### config.mk
export PLATFORM = sky130hd
export DESIGN_NAME = polyvec_matvec_sched
export DESIGN_NICKNAME = d
export VERILOG_FILES = /design/src/rtl/kyber_pkg.sv /design/src/rtl/stream_drain.sv /design/src/rtl/polyvec_matvec_sched.sv
export SDC_FILE = /design/constraint.sdc
export NUM_CORES = 1
export LEC_CHECK = 0
export CORE_MARGIN = 2
export CORE_UTILIZATION = 46
export DETAILED_ROUTE_END_ITERATION = 16
export GPL_TIMING_DRIVEN = 1
export HOLD_SLACK_MARGIN = 0.08
export PLACE_DENSITY = 0.81
export RECOVER_POWER = 100
export SLEW_MARGIN = 10
export SYNTH_ARGS = -nofsm -noshare
export SYNTH_HDL_FRONTEND = slang
export SYNTH_SLANG_ARGS = --single-unit
### constraint.sdc
create_clock -name clk -period 2.3 [get_ports clk]
set_clock_uncertainty 0.15 [all_clocks]
set_input_delay 0.46 -clock clk [delete_from_list [all_inputs] [get_ports clk]]
set_output_delay 0.46 -clock clk [all_outputs]
set_load 0.005 [all_outputs]
### src/rtl/kyber_pkg.sv
// Shared definitions for the Kyber matrix-vector scheduler: FSM encoding,
// legal rank bounds and a rank-check helper.
package kyber_pkg;

    typedef enum logic [2:0] {
        IDLE,
        LOAD,
        FULL,
        CAL,
        WAIT_LOW,
        WAIT_HIGH,
        DRAIN,
        FIN
    } sched_state_t;

    localparam logic [2:0] KYBER_K_MIN = 3'd2;
    localparam logic [2:0] KYBER_K_MAX = 3'd4;

    function automatic logic k_is_valid(input logic [2:0] k);
        return (k >= KYBER_K_MIN) && (k <= KYBER_K_MAX);
    endfunction

endpackage

### src/rtl/stream_drain.sv
// Streams one result polynomial out of the accumulator RAM (1-cycle read
// latency) over ready/valid, with the read address held under backpressure.
module stream_drain #(
    parameter int DEPTH = 8
) (
    input  logic             clk,
    input  logic             reset_n,
    input  logic             start,
    input  logic             out_ready,
    output logic [DEPTH-1:0] rd_addr,
    output logic             out_valid,
    output logic [DEPTH-1:0] out_idx,
    output logic             last
);

    logic [DEPTH-1:0] idx_reg;
    logic             pend_reg;
    logic             valid_reg;
    logic             fire;

    assign fire      = valid_reg && out_ready;
    assign last      = fire && (idx_reg == {DEPTH{1'b1}});
    assign out_valid = valid_reg;
    assign out_idx   = idx_reg;
    // Look one address ahead only when the current beat leaves, so a stalled
    // beat keeps re-reading its own coefficient.
    assign rd_addr   = fire ? idx_reg + DEPTH'(1) : idx_reg;

    always_ff @(posedge clk) begin
        if (!reset_n) begin
            idx_reg   <= '0;
            pend_reg  <= 1'b0;
            valid_reg <= 1'b0;
        end else begin
            pend_reg <= start;
            if (pend_reg) begin
                valid_reg <= 1'b1;
            end else if (last) begin
                valid_reg <= 1'b0;
                idx_reg   <= '0;
            end else if (fire) begin
                idx_reg <= idx_reg + DEPTH'(1);
            end
        end
    end

endmodule

### src/rtl/polyvec_matvec_sched.sv
// Row-by-row scheduler for a Kyber matrix-vector product on a single
// basemul-accumulate instance: load, full_in, cal_en, wait done, drain.
module polyvec_matvec_sched #(
    parameter int DEPTH   = 8,
    parameter int TIMEOUT = 4096
) (
    input  logic             clk,
    input  logic             reset_n,
    input  logic             start,
    input  logic [2:0]       k_sel,
    input  logic             transpose,
    output logic             load_req,
    output logic [1:0]       load_row,
    output logic             load_transpose,
    input  logic             load_done,
    output logic             acc_full_in,
    output logic             acc_cal_en,
    input  logic             acc_done,
    output logic [DEPTH-1:0] acc_rd_addr,
    output logic             out_valid,
    input  logic             out_ready,
    output logic [1:0]       out_row,
    output logic [DEPTH-1:0] out_idx,
    output logic             busy,
    output logic             done,
    output logic             err
);
    import kyber_pkg::*;

    localparam int TW = $clog2(TIMEOUT + 1);
    localparam logic [TW-1:0] T_LAST = TW'(TIMEOUT - 1);

    sched_state_t   state_reg, state_next;
    logic [1:0]     row_reg, row_next;
    logic [2:0]     k_reg, k_next;
    logic           tr_reg, tr_next;
    logic           err_reg, err_next;
    logic           done_reg, done_next;
    logic [TW-1:0]  tcnt_reg, tcnt_next;
    logic           drain_start;
    logic           drain_last;

    stream_drain #(.DEPTH(DEPTH)) u_drain (
        .clk       (clk),
        .reset_n   (reset_n),
        .start     (drain_start),
        .out_ready (out_ready),
        .rd_addr   (acc_rd_addr),
        .out_valid (out_valid),
        .out_idx   (out_idx),
        .last      (drain_last)
    );

    always_ff @(posedge clk) begin
        if (!reset_n) begin
            state_reg <= IDLE;
            row_reg   <= '0;
            k_reg     <= '0;
            tr_reg    <= 1'b0;
            err_reg   <= 1'b0;
            done_reg  <= 1'b0;
            tcnt_reg  <= '0;
        end else begin
            state_reg <= state_next;
            row_reg   <= row_next;
            k_reg     <= k_next;
            tr_reg    <= tr_next;
            err_reg   <= err_next;
            done_reg  <= done_next;
            tcnt_reg  <= tcnt_next;
        end
    end

    always_comb begin
        state_next  = state_reg;
        row_next    = row_reg;
        k_next      = k_reg;
        tr_next     = tr_reg;
        err_next    = err_reg;
        done_next   = 1'b0;
        tcnt_next   = tcnt_reg;
        drain_start = 1'b0;
        case (state_reg)
            IDLE: begin
                if (start) begin
                    if (!k_is_valid(k_sel)) begin
                        err_next  = 1'b1;
                        done_next = 1'b1;
                    end else begin
                        k_next     = k_sel;
                        tr_next    = transpose;
                        row_next   = '0;
                        err_next   = 1'b0;
                        state_next = LOAD;
                    end
                end
            end
            LOAD:  if (load_done) state_next = FULL;
            FULL:  state_next = CAL;
            CAL: begin
                tcnt_next  = '0;
                state_next = WAIT_LOW;
            end
            WAIT_LOW, WAIT_HIGH: begin
                // The timeout wins over a coincident acc_done edge.
                if (tcnt_reg == T_LAST) begin
                    err_next   = 1'b1;
                    done_next  = 1'b1;
                    state_next = IDLE;
                end else begin
                    tcnt_next = tcnt_reg + TW'(1);
                    if (state_reg == WAIT_LOW && !acc_done) begin
                        state_next = WAIT_HIGH;
                    end else if (state_reg == WAIT_HIGH && acc_done) begin
                        state_next  = DRAIN;
                        drain_start = 1'b1;
                    end
                end
            end
            DRAIN: begin
                if (drain_last) begin
                    if ({1'b0, row_reg} == k_reg - 3'd1) begin
                        state_next = FIN;
                    end else begin
                        row_next   = row_reg + 2'd1;
                        state_next = LOAD;
                    end
                end
            end
            FIN:     state_next = IDLE;
            default: state_next = IDLE;
        endcase
    end

    assign load_req       = (state_reg == LOAD);
    assign load_row       = row_reg;
    assign load_transpose = tr_reg;
    assign acc_full_in    = (state_reg == FULL);
    assign acc_cal_en     = (state_reg == CAL);
    assign out_row        = row_reg;
    assign busy           = (state_reg != IDLE);
    assign done           = done_reg || (state_reg == FIN);
    assign err            = err_reg;

endmodule

==> flow_metrics.py <==
metrics = {
    "run_status": {
        "run_status": "completed",
    },
    "critical_path": {
        "cp-end-kind": "output pin",
        "critPathLaunchType": "input pin",
        "reg2reg_slack_ns": 0.18,
        "cp_data_required_time_ns": 1.69,
        "worst-path-stages": 5,
        "crit_fanout": 3,
        "worst_ep_arrival_time_ns": 1.60,
        "rr_worst_depth": 7,
        "crit_family": "buffers and inverters",
        "criticalPathCategory": "in -> out",
        "r2r_end": "state_reg[0]",
        "regToRegStartpoint": "tcnt_reg[0]",
        "critPathMaxStageDelay_ns": 0.52,
        "critical_path.endpoint": "acc_rd_addr[0]",
        "path_cells": "dlygate4sd2_1 -> clkbuf_1 -> nand2_1 -> xnor2_1 -> clkdlybuf4s50_1",
        "path_buf_inv": 3,
        "cp-startpoint": "out_ready",
        "critPathSlowestCell": "clkdlybuf4s50_1",
    },
    "place": {
        "io_buffers": 37,
        "gp_congestion": 0.793,
        "dpl.hpwl_um": 3000,
        "pre_cts_slack_ns": -0.396,
        "place_area_mm2": 0.00244,
        "dp_cells": 318,
    },
    "cts": {
        "htree_levels": 2,
        "clk_path_buf_depth": 2,
        "cts_tree": "built",
        "cts_root_buf": "clkbuf_8",
        "cts_sinks": 34,
        "clkTransAtPathRegs_ns": 0.07,
        "clkLatencyLatePin_ns": 0.29,
        "postCtsSetupBuffers": 0,
        "cts_inserted_buffers": 5,
        "ctsHoldBuffers": 0,
    },
    "routing": {
        "viasPerCell": 5.18,
        "ant_nets": 0,
        "route.vias.total": 1688,
        "drt_first_pass_iters": 4,
        "wirelength_um": 4050,
        "drc": 0,
        "drtIter0Drc": 43,
        "avgRoutedWirePerCell_um": 12.4,
    },
    "sta": {
        "slew_headroom_pct": 66.9,
        "finalHoldWorstSlack_ns": 0.348,
        "rsz0062_at_grt": "no",
        "final_hold_viol_count": 0,
        "timing.fmax_mhz": 452,
        "finalWorstSetupSlack_ns": 0.0876,
        "setup_viol": 0,
        "tightest_slew_ns": 0.495,
        "layout_min_cycle_time_ns": 2.21,
        "drv_slew": 0,
        "finalCritPeriodShare_pct": 96.2,
    },
    "global_routing": {
        "grt_pass1_vias": 1574,
        "grt_max_degree": 26,
        "grtUsageTotal_pct": 18.9,
        "grt.overflow.total": 0,
        "grt_pass1_wl_um": 6650,
        "antenna_found_initial": 0,
    },
    "synthesis": {
        "syn_avg_cell_area_um2": 8.55,
        "yosysTopAreaCellShare_pct": 35.5,
        "synth_area_leader_cell": "dfxtp_1",
        "seq_area_frac_synth_pct": 35.5,
        "async_reset_ff_share_pct": 0,
        "synth.cell_area_mm2": 0.00192,
        "synth_area_leaders": "dfxtp_1 (36%), xnor2_1 (8.2%), nand2_1 (3.9%), nor2_1 (3.9%), nand3_1 (3.7%)",
        "ys_types": 44,
        "syn_nets": 237,
        "synth_warnings": 0,
        "yosys_most_used_dff": "dfxtp_1",
        "ys_ff_latch": 34,
        "synth-edff-count": 0,
        "syn_inst": 224,
    },
    "worst_hold_path": {
        "hold_class": "reg -> reg",
    },
    "floorplan": {
        "io_pins": 38,
        "fp.dieH_um": 68.5,
        "core_mm2": 0.00400,
        "start_util_pct": 47.9,
        "die_w_um": 68.5,
        "die_area_mm2": 0.00470,
        "row_count": 23,
    },
    "final_layout": {
        "mostFrequentLayoutCell": "dfxtp_1",
        "fin_area_mm2": 0.00252,
        "largest_reg_flops": 13,
        "nets": 288,
        "diodes": 0,
        "drive_gt1_share_pct": 14.1,
        "utilization_pct": 63.0,
        "syn_to_final_growth_pct": 31.5,
        "stdcell_count": 326,
        "mostFrequentLayoutCells": "dfxtp_1 (32), nand2_1 (20), nor2_1 (20)",
    },
    "flow_run": {
        "maxCapViolCount": 0,
    },
    "power": {
        "power_density_mw_per_mm2": 578,
        "peakVddDrop_uv": 252,
        "p_leak_nw": 1.04,
    },
}
==> routing by layer <==
layer	global-route usage, %	vias up	part of all wire [%]
met2	34.4	30	50
met3	4.71	4	3.6
met1	21.0	774	45
met5	0	-	0
li1	-	880	-
met4	7.50	0	1.2
==> metrics by stage <==
step                      TNS, ns  power, W
after floorplan                 0  0.000828
after global routing            0   0.00153
after global placement      -2.05  0.000940
after detailed placement    -2.23  0.000944
after CTS                       0   0.00148
final                           0   0.00146
==> area by class of cell <==
| cell class | count | area (um2) |
|---|---|---|
| Inverter | 9 | 33.8 |
| Sequential cell | 34 | 683 |
| Timing Repair Buffer | 56 | 488 |
| Clock buffer | 5 | 68.8 |
| Clock inverter | 3 | 40.0 |
| Fill cell | 343 | 1480 |
| Multi-Input combinational cell | 169 | 1140 |
| Tap cell | 50 | 62.6 |
==> report_power, final <==
group / leakage (nW) / switching (W) / internal [W]
Clock: 0.0579 / 0.000217 / 0.000319
Sequential: 0.276 / 0.0000305 / 0.000614
Combinational: 0.709 / 0.000120 / 0.000155
Total: 1.04 / 0.000368 / 0.00109
==> cells by family (layout without fill, tap and decap cells) <==
family	count (synthesis)	in the layout	share of synthesized area [%]
simple gates	96	96	27.8
flops	34	34	35.5
fa+ha+maj	3	3	1.96
xor+xnor	24	24	11.0
mux	6	6	3.20
compound gates	40	40	15.3
buf+inv	21	73	5.23
==> cells in the mapped netlist (6+ instances only) <==
cell and count:
o21ai_0 7, clkbuf_1 6, nor2b_1 8, a21boi_0 6, xnor2_1 18, nand2_1 20, xor2_1 6, inv_1 9
dfxtp_1 34, nor2_1 20, a21oi_1 9, nand3_1 14
==> how the worst min path moves through the flow <==
stage / start / to / slack (ns) / cells past startpoint
CTS: u_drain.out_idx[1] / u_drain.out_idx[1] / 0.35 / 2
global placement: tcnt_reg[3] / tcnt_reg[3] / 0.34 / 2
finish: u_drain.out_idx[1] / u_drain.out_idx[1] / 0.35 / 2
global route: u_drain.out_idx[1] / u_drain.out_idx[1] / 0.39 / 2
detailed placement: tcnt_reg[12] / tcnt_reg[12] / 0.35 / 2
floorplan: tcnt_reg[3] / tcnt_reg[3] / 0.32 / 2
==> worst register-to-register path: cells and delay by family, from the launching register on <==
family                     cells  cell delay [ns]
and+or+nand+nor                3             0.46
AOI/OAI and AO/OA              1             0.49
adders and majority gates      1             0.20
muxes                          1             0.13
DFF                            1             0.39
buffers and inverters          1             0.20
==> what timing repair did <==
action | CTS | global route
setup endpoints to repair | 8 | 1
pin swaps | 2 | 0
resized for setup | 19 | 1
hold endpoints to repair | 0 | 0
Power figures use the tool's default switching activity.
